$ cat config.mk
export PLATFORM = sky130hd
export DESIGN_NAME = uart_tx_scheduler
export DESIGN_NICKNAME = d
export VERILOG_FILES = /design/src/rtl/uart_tx_scheduler.sv
export SDC_FILE = /design/constraint.sdc
export NUM_CORES = 1
export LEC_CHECK = 0
export ABC_AREA = 0
export ABC_CLOCK_PERIOD_IN_PS = 2250
export CAP_MARGIN = 5
export CORE_MARGIN = 3
export CORE_UTILIZATION = 48
export DETAILED_ROUTE_END_ITERATION = 12
export PLACE_DENSITY = 0.76
export SYNTH_ARGS = -nofsm -noshare
export SYNTH_HDL_FRONTEND = slang
export SYNTH_SLANG_ARGS = --single-unit
$ cat constraint.sdc
create_clock -name clk -period 2.25 [get_ports clk]
set_clock_uncertainty 0.1 [all_clocks]
set_input_delay 0.3375 -clock clk [delete_from_list [all_inputs] [get_ports clk]]
set_output_delay 0.3375 -clock clk [all_outputs]
set_load 0.005 [all_outputs]
$ cat src/rtl/uart_tx_scheduler.sv
// Sole writer of the UART TX FIFO: paces writes against tx_full and
// arbitrates single-byte events against periodic 6-byte position frames.
module uart_tx_scheduler #(
  parameter int FRAME_PERIOD = 40000,
  parameter int CNT_W        = 16
) (
  input  logic       clk,
  input  logic       rst,
  input  logic       tx_full,
  input  logic [1:0] selected_player,
  input  logic [7:0] current_x,
  input  logic [7:0] current_y,
  input  logic       collision,
  input  logic       evt_req,
  input  logic [3:0] evt_code,
  output logic       evt_ack,
  output logic       wr_uart,
  output logic [7:0] w_data,
  output logic       busy,
  output logic [7:0] drop_cnt
);

  typedef enum logic [1:0] {IDLE, POS, EVT} state_t;

  state_t           state, state_n;
  logic [CNT_W-1:0] timer, timer_n;
  logic             tick;
  logic             pend, pend_n;
  logic [2:0]       idx, idx_n;
  logic [1:0]       s_sel, s_sel_n;
  logic [7:0]       s_x, s_x_n;
  logic [7:0]       s_y, s_y_n;
  logic             s_col, s_col_n;
  logic             wr_n, ack_n;
  logic [7:0]       data_n, drop_n;
  logic             take_pos;
  logic             sel_ok;
  logic [7:0]       pos_byte;

  assign tick   = (timer == CNT_W'(FRAME_PERIOD - 1));
  assign sel_ok = (s_sel == 2'b01) || (s_sel == 2'b11);
  assign busy   = (state != IDLE);

  // High nibbles beyond b0 are blanked when no player is selected
  always_comb begin
    pos_byte = 8'h00;
    case (idx)
      3'd0: pos_byte = {2'b00, s_sel, 4'h0};
      3'd1: pos_byte = {sel_ok ? s_x[3:0] : 4'h0, 4'h1};
      3'd2: pos_byte = {sel_ok ? s_x[7:4] : 4'h0, 4'h2};
      3'd3: pos_byte = {sel_ok ? s_y[7:4] : 4'h0, 4'h3};
      3'd4: pos_byte = {sel_ok ? s_y[3:0] : 4'h0, 4'h4};
      3'd5: pos_byte = {3'b000, sel_ok & s_col, 4'h5};
      default: pos_byte = 8'h00;
    endcase
  end

  always_comb begin
    state_n  = state;
    idx_n    = idx;
    s_sel_n  = s_sel;
    s_x_n    = s_x;
    s_y_n    = s_y;
    s_col_n  = s_col;
    wr_n     = 1'b0;
    ack_n    = 1'b0;
    data_n   = w_data;
    take_pos = 1'b0;
    if (!tx_full) begin
      case (state)
        IDLE: begin
          if (evt_req) begin
            state_n = EVT;
            idx_n   = 3'd0;
          end else if (pend) begin
            state_n  = POS;
            idx_n    = 3'd0;
            take_pos = 1'b1;
            s_sel_n  = selected_player;
            s_x_n    = current_x;
            s_y_n    = current_y;
            s_col_n  = collision;
          end
        end
        POS: begin
          if (idx == 3'd6) begin
            state_n = IDLE;
          end else if (!wr_uart) begin
            wr_n   = 1'b1;
            data_n = pos_byte;
            idx_n  = idx + 3'd1;
          end
        end
        EVT: begin
          if (idx == 3'd1) begin
            state_n = IDLE;
          end else if (!wr_uart) begin
            wr_n   = 1'b1;
            ack_n  = 1'b1;
            data_n = {evt_code, 4'hF};
            idx_n  = 3'd1;
          end
        end
        default: state_n = IDLE;
      endcase
    end
  end

  // A tick coinciding with frame start re-arms the request without a drop
  always_comb begin
    timer_n = tick ? '0 : timer + CNT_W'(1);
    pend_n  = tick ? 1'b1 : (take_pos ? 1'b0 : pend);
    drop_n  = drop_cnt;
    if (tick && pend && !take_pos && drop_cnt != 8'hFF)
      drop_n = drop_cnt + 8'd1;
  end

  always_ff @(posedge clk) begin
    if (rst) begin
      state    <= IDLE;
      timer    <= '0;
      pend     <= 1'b0;
      idx      <= 3'd0;
      s_sel    <= 2'b00;
      s_x      <= 8'h00;
      s_y      <= 8'h00;
      s_col    <= 1'b0;
      wr_uart  <= 1'b0;
      evt_ack  <= 1'b0;
      w_data   <= 8'h00;
      drop_cnt <= 8'h00;
    end else begin
      state    <= state_n;
      timer    <= timer_n;
      pend     <= pend_n;
      idx      <= idx_n;
      s_sel    <= s_sel_n;
      s_x      <= s_x_n;
      s_y      <= s_y_n;
      s_col    <= s_col_n;
      wr_uart  <= wr_n;
      evt_ack  <= ack_n;
      w_data   <= data_n;
      drop_cnt <= drop_n;
    end
  end

endmodule
==> qor.csv, run 1 <==
stage;metric;value;unit
clocking;clockBufferDepth;2;
grt;antenna_found_initial;0;
placed_design;place_ws;-19.2;ps
grt;grt_max_degree;26;
sta;maxSlewViolCount;0;
synth;synth_ff_type;dfxtp_1;
floorplanning;die_y;82.7;µm
final_layout;stdcell_area;0.00374;mm²
critical_path;critPathLaunchType;flip-flop;
clocking;worstSkewPairLatency;340;ps
power_and_ir_drop;ir_worst_vdd;403;µV
floorplanning;fp.dieW;82.7;µm
power_and_ir_drop;power.total;2340;µW
floorplanning;rows;27;
grt;grt_pass1_wl;11.4;mm
sta;max_freq;450;MHz
floorplanning;dieArea;0.00683;mm²
synth;synth_edf_count;0;
final_layout;layout-drive-gt1-share;0.130;
clocking;cts_root_buf;clkbuf_8;
clocking;clock_sinks;59;
synth;ys_ff_latch;59;
grt;globalRouteTotalUtil;0.217;
critical_path;endpoint;drop_cnt[6]$_SDFFE_PP0P_;
critical_path;r2r_start;timer[9]$_SDFF_PP0_;
floorplanning;core_area;0.00561;mm²
detailed_routing;drt-pass1-iter-count;4;
hold_path;hp-start;s_y[7]$_SDFFE_PP0P_;
synth;yosys_warnings;0;
clocking;clk_pin_slew;70;ps
critical_path;ff2ff_path_depth;4;
critical_path;r2r_end;drop_cnt[6]$_SDFFE_PP0P_;
floorplanning;boundaryPins;46;
power_and_ir_drop;pwr_density_cell;625;mW/mm²
critical_path;crit_start;timer[9]$_SDFF_PP0_;
grt;grt_pass1_vias;2525;
synth;syn-instance-count;340;
clocking;htree_levels;3;
sta;rsz0062_at_grt;true;
clocking;cts_tree;yes;
placed_design;hpwl;4.70;mm
detailed_routing;drt_iter0_markers;166;
sta;finalCritPeriodShare;0.989;
detailed_routing;wl;6.86;mm
synth;synth_cell_types;51;
critical_path;critical_path_class;flip-flop to flip-flop;
synth;synth_nets;378;
hold_path;hp-class;flip-flop to flip-flop;
final_layout;nets;440;
detailed_routing;viasPerCell;5.66;
sta;layout_min_cycle_time;2220;ps
final_layout;fill_cells;480;
critical_path;cp.arrival;2400;ps
power_and_ir_drop;p_leak;0.00125;µW
hold_path;hold_path_depth;2;
grt;overflow;0;
final_layout;n_antenna_cell;0;
detailed_routing;routedWlPerCell;14.3;µm
sta;worstMarginPinSlew;645;ps
critical_path;crit_path_end_kind;flip-flop;
job;maxCapViolations;0;
critical_path;cp.required;2420;ps
sta;hold_viol;0;
sta;layout_setup_ws;25.8;ps
run_status;outcome;completed;
sta;maxSlewHeadroom;0.568;
critical_path;rrSetupSlack;30;ps
placed_design;placed_area;0.00346;mm²
sta;setup_viol;0;
floorplanning;start_util;0.503;
synth;synth_seq_area_share;0.419;
detailed_routing;ant_nets;0;
synth;async_reset_ff_frac;0;
final_layout;postLayoutCoreUtil;0.667;
final_layout;area_growth;32.6;%
synth;synth_area;0.00282;mm²
detailed_routing;vias;2712;
clocking;cts_buffers;9;
synth;synth_area_per_cell;8.30;µm²
critical_path;crit_fanout;4;
placed_design;place_congestion;0.793;
placed_design;port-buffer-count;45;
detailed_routing;drc;0;
-- registers in the layout (all words and copies together) (netlist names) --
name and flops:
drop_cnt 8, evt_ack 1, idx 3, pend 1, s_col 1, s_sel 2
s_x 8, s_y 8, state 2, timer 16, w_data 8, wr_uart 1
-- critical path, cell delays in order (launching register included) --
cell     delay (ps)
dfxtp_1         310
or4b_4          540
or4_4           560
or4_4           530
a21oi_2         120
-- cells in the mapped netlist (2+ instances only) --
cell | number | share of area
clkbuf_1 | 13 | 0.017
or4_1 | 8 | 0.021
nor4_1 | 4 | 0.0089
a221oi_1 | 3 | 0.0093
nor2b_1 | 3 | 0.0067
inv_1 | 16 | 0.021
o211ai_1 | 3 | 0.0080
o31ai_1 | 10 | 0.027
nand2b_1 | 4 | 0.0089
xnor2_1 | 11 | 0.034
ha_1 | 11 | 0.049
nor3_1 | 7 | 0.012
a21oi_1 | 37 | 0.066
nand4_1 | 8 | 0.018
nand2_1 | 49 | 0.065
a311oi_1 | 2 | 0.0062
a211oi_1 | 5 | 0.013
or4_4 | 2 | 0.0080
nor2_1 | 19 | 0.025
o21ai_0 | 8 | 0.014
dfxtp_1 | 59 | 0.42
and4_1 | 2 | 0.0062
a31oi_1 | 8 | 0.018
a22oi_1 | 5 | 0.013
nand3_1 | 13 | 0.023
or3_1 | 4 | 0.0089
and3_1 | 2 | 0.0044
-- per-stage QoR --
| stage | TNS [ps] | instances | hold slack, ps |
|---|---|---|---|
| 5_1_grt | -12.3 | 479 | 381 |
| 4_1_cts | 0 | 478 | 359 |
| 6_report | 0 | 479 | 358 |
| 2_1_floorplan | 0 | 340 | 330 |
| 3_5_place_dp | -48.4 | 461 | 348 |
| 3_3_place_gp | 0 | 461 | 343 |
-- cell usage in the layout (no fill, tap or decap), types with 2 or more instances in the layout --
cell | synthesis | routed
a311oi_1 | 2 | 2
nor2b_1 | 3 | 3
a22oi_1 | 5 | 5
o21ai_0 | 8 | 8
bufinv_16 | 0 | 2
dfxtp_1 | 59 | 59
a221oi_1 | 3 | 3
nor2_1 | 19 | 19
nand2b_1 | 4 | 4
or3_1 | 4 | 4
nand3_1 | 13 | 13
nor3_2 | 0 | 2
o211ai_1 | 3 | 3
a211oi_1 | 5 | 5
and3_1 | 2 | 2
or4_4 | 2 | 5
a31oi_1 | 8 | 8
or4_1 | 8 | 5
nand2_1 | 49 | 49
a21oi_2 | 0 | 4
and4_1 | 2 | 2
nand4_1 | 8 | 8
clkbuf_8 | 0 | 11
xnor2_1 | 11 | 11
buf_4 | 0 | 21
o31ai_1 | 10 | 9
nor4_1 | 4 | 4
clkdlybuf4s50_1 | 0 | 45
inv_1 | 16 | 16
nor3_1 | 7 | 5
ha_1 | 11 | 11
a21oi_1 | 37 | 33
-- what timing repair did --
item	CTS	global route
gates resized for setup	0	10
buffers inserted	1	1
pin swaps	2	8
endpoints found under the setup margin	4	11
hold buffers	0	0
endpoints found under the hold margin	0	0
-- metal layers --
layer	global-route usage	vias up	wire length [µm]
met5	0	-	0
met4	0.0882	0	123
met3	0.0531	12	316
met2	0.349	77	3230
met1	0.278	1262	3190
li1	-	1361	-
-- cell type report --
| type | instances | area (µm²) | share of cell area |
|---|---|---|---|
| inverters | 16 | 60.1 | 0.0161 |
| well taps | 72 | 90.1 | 0.0241 |
| clock buffers | 12 | 155 | 0.0415 |
| repair buffers | 67 | 628 | 0.168 |
| clock inverters | 4 | 72.6 | 0.0194 |
| flip-flops and latches | 59 | 1180 | 0.316 |
| multi-input cells | 249 | 1550 | 0.415 |
-- power breakdown --
group          total (µW)  switching [µW]  internal, µW
clock network        1100             420           682
registers            1070            10.8          1060
logic                 168            76.7          91.0
total                2340             507          1830
-- how the worst min path moves through the flow --
stage | endpoint | slack (ps)
final | s_y[7]$_SDFFE_PP0P_ | 360
after global routing | s_x[3]$_SDFFE_PP0P_ | 380
after CTS | s_sel[1]$_SDFFE_PP0P_ | 360
after detailed placement | s_y[3]$_SDFFE_PP0P_ | 350
after global placement | timer[0]$_SDFF_PP0_ | 340
after floorplan | timer[0]$_SDFF_PP0_ | 330
-- cell families (layout without fill, tap and decap cells) --
kind of cell | count (synthesis) | in the layout | share of synthesized area
simple gates | 133 | 133 | 0.241
compound gates | 92 | 92 | 0.204
flops | 59 | 59 | 0.419
buf+inv | 32 | 99 | 0.0457
xor+xnor | 12 | 12 | 0.0373
fa+ha+maj | 11 | 11 | 0.0488
mux | 1 | 1 | 0.00399
No activity file was read; power rests on OpenSTA's default activity.
==> inputs of run 2 (changes only) <==
--- a/config.mk
+++ b/config.mk
@@ -5,13 +5,13 @@
 export SDC_FILE = /design/constraint.sdc
 export NUM_CORES = 1
 export LEC_CHECK = 0
-export ABC_AREA = 0
+export ABC_AREA = 1
 export ABC_CLOCK_PERIOD_IN_PS = 2250
 export CAP_MARGIN = 5
 export CORE_MARGIN = 3
 export CORE_UTILIZATION = 48
 export DETAILED_ROUTE_END_ITERATION = 12
-export PLACE_DENSITY = 0.76
+export PLACE_DENSITY = 0.75
 export SYNTH_ARGS = -nofsm -noshare
 export SYNTH_HDL_FRONTEND = slang
 export SYNTH_SLANG_ARGS = --single-unit
==> run 2 against run 1 <==
- maximum frequency is 7.9% higher
- largest cell class unchanged
- critical endpoint is now busy
- critical path depth stayed put
- first-iteration DRC count is 40% lower
- via count is 4.3% higher
- register-to-register slack better by 330 ps
- global-route usage is 1.9 points lower
- area after synthesis is 5.9% higher
- non-clock buffer count is 17 lower
- sequential power hardly changed
- critical path type is now flip-flop to primary output
==> qor.csv, run 2 <==
stage;metric;value;unit
synth;synthSimpleGateAreaFrac;0.338;
sta;hold_viol;0;
final_layout;layout-drive-gt1-share;0.0807;
grt;grt_pass1_vias;2654;
power_and_ir_drop;power.total;2050;µW
synth;ys_ff_latch;59;
synth;synthXorXnorAreaFrac;0.0264;
floorplanning;die_y;84.9;µm
clocking;cts_tree;yes;
final_layout;final_cell_mix;89 x nand2_1, 69 x nor2_1, 59 x dfxtp_1;
final_layout;largest_register;timer;
floorplanning;fp.dieW;84.9;µm
hold_path;hp-class;flip-flop to flip-flop;
floorplanning;start_util;0.499;
detailed_routing;vias;2828;
detailed_routing;wl;6.65;mm
synth;synthMuxAreaShare;0;
synth;synth-compound-area-share;0.113;
critical_path;r2r_start;state[1]$_SDFFE_PP0P_;
critical_path;crit_fanout;4;
final_layout;nets;516;
synth;synth_nets;465;
placed_design;hpwl;4.98;mm
floorplanning;rows;28;
synth;synth_area_per_cell;7.00;µm²
synth;synth_common_cells;89 x nand2_1, 69 x nor2_1, 59 x dfxtp_1, 45 x inv_1, 36 x o21ai_0;
job;maxCapViolations;0;
clocking;clock_sinks;59;
synth;syn-instance-count;427;
critical_path;path_cells;inv_1 -> ha_1 -> inv_1 -> clkdlybuf4s50_1;
grt;globalRouteTotalUtil;0.198;
sta;maxSlewHeadroom;0.783;
placed_design;port-buffer-count;45;
clocking;cts_buffers;9;
sta;max_freq;485;MHz
synth;synth_top_area_frac;0.395;
clocking;clockBufferDepth;2;
critical_path;rrSetupSlack;360;ps
clocking;cts_resized;0;
hold_path;hp-start;s_sel[1]$_SDFFE_PP0P_;
grt;antenna_found_initial;0;
critical_path;crit_path_end_kind;primary output;
run_status;outcome;completed;
critical_path;critPathLaunchType;flip-flop;
sta;rsz0062_at_grt;false;
final_layout;area_growth;22.6;%
final_layout;postLayoutCoreUtil;0.612;
final_layout;stdcell_area;0.00366;mm²
critical_path;critPathMaxStageDelay;490;ps
synth;synth_fa_ha_area_frac;0.0461;
critical_path;cp.arrival;1620;ps
floorplanning;boundaryPins;46;
critical_path;cpMostUsedCell;inv_1;
placed_design;place_congestion;0.888;
power_and_ir_drop;p_leak;0.00142;µW
critical_path;cp_top_family;buffers and inverters;
clocking;clk_pin_slew;60;ps
critical_path;critical_path_class;flip-flop to primary output;
clocking;worstSkewPairLatency;340;ps
clocking;cts_root_buf;clkbuf_8;
synth;synth_edf_count;0;
sta;layout_min_cycle_time;2060;ps
final_layout;layout.cells.non_filler;558;
sta;finalCritPeriodShare;0.916;
critical_path;r2r_end;w_data[5]$_SDFFE_PP0P_;
placed_design;placed_area;0.00351;mm²
sta;maxSlewViolCount;0;
clocking;postCtsHoldBufs;0;
critical_path;crit_buf_inv;3;
detailed_routing;ant_nets;0;
grt;grt_max_degree;31;
synth;synth_most_common_cell;nand2_1;
power_and_ir_drop;ir_worst_vdd;392;µV
synth;synth_area;0.00299;mm²
grt;overflow;0;
detailed_routing;drc;0;
sta;setup_viol;0;
sta;fin_tns_setup;0;ps
floorplanning;core_area;0.00599;mm²
detailed_routing;drt_iter0_markers;100;
hold_path;hold_path_depth;2;
hold_path;hold_end;s_sel[1]$_SDFFE_PP0P_;
synth;synth_top_area_cell;dfxtp_1;
floorplanning;dieArea;0.00721;mm²
clocking;htree_levels;3;
synth;synth_area_leaders;dfxtp_1 40%, nand2_1 11%, nor2_1 8.7%;
final_layout;n_antenna_cell;0;
detailed_routing;routedWlPerCell;11.9;µm
grt;grt_pass1_wl;11.6;mm
critical_path;cp.required;1810;ps
detailed_routing;viasPerCell;5.07;
critical_path;ff2ff_path_depth;9;
synth;synth_seq_area_share;0.395;
power_and_ir_drop;pwr_density_cell;560;mW/mm²
final_layout;largest_register_ffs;16;
synth;yosys_warnings;0;
clocking;cts_setup_buffers;0;
final_layout;layout_commonest_cell;nand2_1;
synth;synth_ff_type;dfxtp_1;
synth;synth_top_family_by_area;simple AND/OR/NAND/NOR gates;
synth;synth_cell_types;31;
detailed_routing;drt-pass1-iter-count;4;
critical_path;slowest_stage;clkdlybuf4s50_1;
placed_design;place_inst;542;
sta;worstMarginPinSlew;324;ps
synth;async_reset_ff_frac;0;
## run 2: changes by cell type after synthesis, moves of 10 or more
| cell | change |
|---|---|
| nor2_1 | +50 |
| nand2_1 | +40 |
| inv_1 | +29 |
| o21ai_0 | +28 |
| a21oi_1 | -13 |
| nand3_1 | +11 |
| o31ai_1 | -10 |
## run 2: worst reg2reg max path, stage by stage (launching register included)
cell and delay (ps):
dfxtp_1 390, inv_1 90, ha_1 320, inv_1 70, nor2_1 210, nand3_2 130, nor2_4 180, nand3_1 90
and2_1 140, a21oi_1 110
## run 2: final cells by class
cell class / instances / area [µm²]
clock buffers: 13 / 139
clock inverters: 3 / 15.0
fillers: 558 / 2330
inverters: 49 / 184
multi-input cells: 309 / 1560
flip-flops and latches: 59 / 1180
well taps: 75 / 93.8
repair buffers: 50 / 488
## run 2: worst max-delay path by stage
stage                          startpoint                        to  cells after the start
finish              state[0]$_SDFFE_PP0P_                      busy                      4
floorplan           state[0]$_SDFFE_PP0P_    w_data[5]$_SDFFE_PP0P_                      9
CTS                 state[0]$_SDFFE_PP0P_                      busy                      4
global route        state[0]$_SDFFE_PP0P_                      busy                      4
global placement                  tx_full  drop_cnt[1]$_SDFFE_PP0P_                      8
detailed placement                tx_full  drop_cnt[0]$_SDFFE_PP0P_                      8
## run 2: kinds of logic after synthesis
logic type | count (synthesis)
and+or+nand+nor | 224
AOI/OAI and AO/OA | 65
buffers and inverters | 59
DFF | 59
adders and majority gates | 11
xor gates and xnor gates | 9
## run 2: metrics by stage
step	setup WS (ps)	hold slack (ps)
4_1_cts	177	353
6_report	189	353
3_3_place_gp	401	327
5_1_grt	86.0	370
2_1_floorplan	600	314
3_5_place_dp	364	343
## run 2: where the power goes
| group | internal [µW] | switching [µW] |
|---|---|---|
| logic | 93.5 | 96.3 |
| registers | 1060 | 15.0 |
| clock network | 395 | 393 |
## run 2: layer usage
metal | global-route usage | share of wire
met1 | 0.232 | 0.44
met2 | 0.336 | 0.49
met3 | 0.0728 | 0.060
met4 | 0.0676 | 0.0086
met5 | 0 | 0
==> inputs of run 3 (changes only) <==
--- a/config.mk
+++ b/config.mk
@@ -7,11 +7,12 @@
 export LEC_CHECK = 0
 export ABC_AREA = 1
 export ABC_CLOCK_PERIOD_IN_PS = 2250
-export CAP_MARGIN = 5
+export CAP_MARGIN = 10
 export CORE_MARGIN = 3
 export CORE_UTILIZATION = 48
 export DETAILED_ROUTE_END_ITERATION = 12
 export PLACE_DENSITY = 0.75
+export RECOVER_POWER = 25
 export SYNTH_ARGS = -nofsm -noshare
 export SYNTH_HDL_FRONTEND = slang
 export SYNTH_SLANG_ARGS = --single-unit
==> run 3 against run 2 <==
- die area stayed put
- via count is 0.50% higher
- non-clock buffer count stayed put
- first-iteration DRC count is 1.0% lower
- final area is 0.31% lower
- sequential power hardly changed
- routed wire length is 0.21% higher
- sequential cell count stayed put
- critical path type unchanged
- critical endpoint unchanged
==> qor.csv, run 3 (synthesis gave the netlist of run 2 again) <==
stage;metric;value;unit
clocking;clockBufferDepth;2;
grt;globalRouteTotalUtil;0.198;
grt;grt_pass1_wl;11.6;mm
critical_path;endpoint;busy;
placed_design;place_ws;364;ps
sta;maxSlewHeadroom;0.537;
placed_design;port-buffer-count;45;
power_and_ir_drop;p_leak;0.00142;µW
final_layout;regArea;0.00118;mm²
grt;met1_usage;0.232;
clocking;clk_pin_slew;60;ps
final_layout;layout_commonest_cell;nand2_1;
final_layout;area_growth;22.2;%
detailed_routing;routedWlPerCell;11.9;µm
critical_path;r2r_start;state[1]$_SDFFE_PP0P_;
clocking;worstSkewPairLatency;340;ps
final_layout;layout-drive-gt1-share;0.0766;
hold_path;hp-class;flip-flop to flip-flop;
floorplanning;fp.dieW;84.9;µm
clocking;cts_setup_buffers;0;
placed_design;hpwl;4.98;mm
final_layout;largest_register_ffs;16;
sta;max_freq;489;MHz
critical_path;r2r_end;w_data[5]$_SDFFE_PP0P_;
critical_path;critPathLaunchType;flip-flop;
grt;grt-busiest-layer;met2;
run_status;outcome;completed;
sta;worstMarginPinSlew;695;ps
sta;finalCritPeriodShare;0.908;
clocking;postCtsHoldBufs;0;
final_layout;fill_cells;561;
floorplanning;dieArea;0.00721;mm²
detailed_routing;wl;6.66;mm
placed_design;place_inst;542;
sta;maxSlewViolCount;0;
critical_path;cp.required;1810;ps
floorplanning;core_area;0.00599;mm²
placed_design;place_congestion;0.888;
clocking;cts_tree;yes;
final_layout;final_cell_mix;89 x nand2_1, 69 x nor2_1, 59 x dfxtp_1;
sta;layout_min_cycle_time;2040;ps
floorplanning;start_util;0.499;
sta;rsz0062_at_grt;false;
grt;grtUsageMet3;0.0728;
detailed_routing;viasPerCell;5.09;
critical_path;rrSetupSlack;360;ps
detailed_routing;drt-pass1-iter-count;4;
final_layout;n_antenna_cell;0;
sta;fin_tns_setup;0;ps
critical_path;crit_start;state[0]$_SDFFE_PP0P_;
floorplanning;die_y;84.9;µm
final_layout;largest_register;timer;
clocking;cts_root_buf;clkbuf_8;
critical_path;crit_path_end_kind;primary output;
critical_path;crit_fanout;4;
critical_path;cp.arrival;1610;ps
sta;layout_setup_ws;207;ps
grt;grt_pass1_vias;2654;
grt;use_met2;0.336;
final_layout;nets;516;
floorplanning;rows;28;
power_and_ir_drop;ir_worst_vdd;392;µV
detailed_routing;drt_iter0_markers;99;
job;maxCapViolations;0;
floorplanning;boundaryPins;46;
final_layout;layout.cells.non_filler;558;
grt;overflow;0;
sta;hold_viol;0;
critical_path;ff2ff_path_depth;9;
clocking;cts_buffers;9;
clocking;cts_resized;0;
sta;setup_viol;0;
detailed_routing;ant_nets;0;
grt;antenna_found_initial;0;
power_and_ir_drop;power.total;2050;µW
grt;grt_max_degree;31;
final_layout;multi_input_area;0.00156;mm²
sta;fin_hold_ws;352;ps
detailed_routing;vias;2842;
clocking;htree_levels;3;
detailed_routing;drc;0;
critical_path;critical_path_class;flip-flop to primary output;
power_and_ir_drop;pwr_density_cell;562;mW/mm²
clocking;clock_sinks;59;
[run 3: cell count changes in the layout (fill, tap and decap cells not counted), sizes merged]
cell	change
buf	-2
clkbuf	+2
clkdlybuf4s50	-1
dlygate4sd3	+1
[run 3: how the worst min path moves through the flow]
stage / from / end / cells after the start
final: s_sel[1]$_SDFFE_PP0P_ / s_sel[1]$_SDFFE_PP0P_ / 2
after global routing: timer[0]$_SDFF_PP0_ / timer[0]$_SDFF_PP0_ / 1
after CTS: s_sel[1]$_SDFFE_PP0P_ / s_sel[1]$_SDFFE_PP0P_ / 2
after detailed placement: s_sel[1]$_SDFFE_PP0P_ / s_sel[1]$_SDFFE_PP0P_ / 2
after global placement: timer[0]$_SDFF_PP0_ / timer[0]$_SDFF_PP0_ / 1
after floorplan: tx_full / evt_ack$_SDFF_PP0_ / 1
[run 3: cell type report]
type | count | area share
clock buffers | 13 | 0.0380
clock inverters | 3 | 0.00411
inverters | 49 | 0.0504
multi-input cells | 309 | 0.427
flip-flops and latches | 59 | 0.323
well taps | 75 | 0.0257
repair buffers | 50 | 0.132
[run 3: critical path: stages (launching register included)]
cell	delay [ps]
dfxtp_1	390
inv_1	80
ha_1	240
inv_1	60
clkdlybuf4s50_1	490
[run 3: power breakdown]
group | internal [µW] | leakage [µW] | switching (µW)
Sequential | 1060 | 0.000477 | 14.9
Combinational | 92.9 | 0.000858 | 95.8
Clock | 395 | 0.0000812 | 393
[run 3: stage by stage]
stage           util  area [µm²]
2_1_floorplan      -        2990
3_3_place_gp   0.586        3510
3_5_place_dp   0.586        3510
4_1_cts        0.612        3660
5_1_grt        0.610        3650
6_report       0.610        3650
[run 3: per-layer routing]
metal | part of all wire | wire (µm)
met5 | 0 | 0
met4 | 0.0086 | 57
met3 | 0.057 | 377
met2 | 0.48 | 3230
met1 | 0.45 | 3000
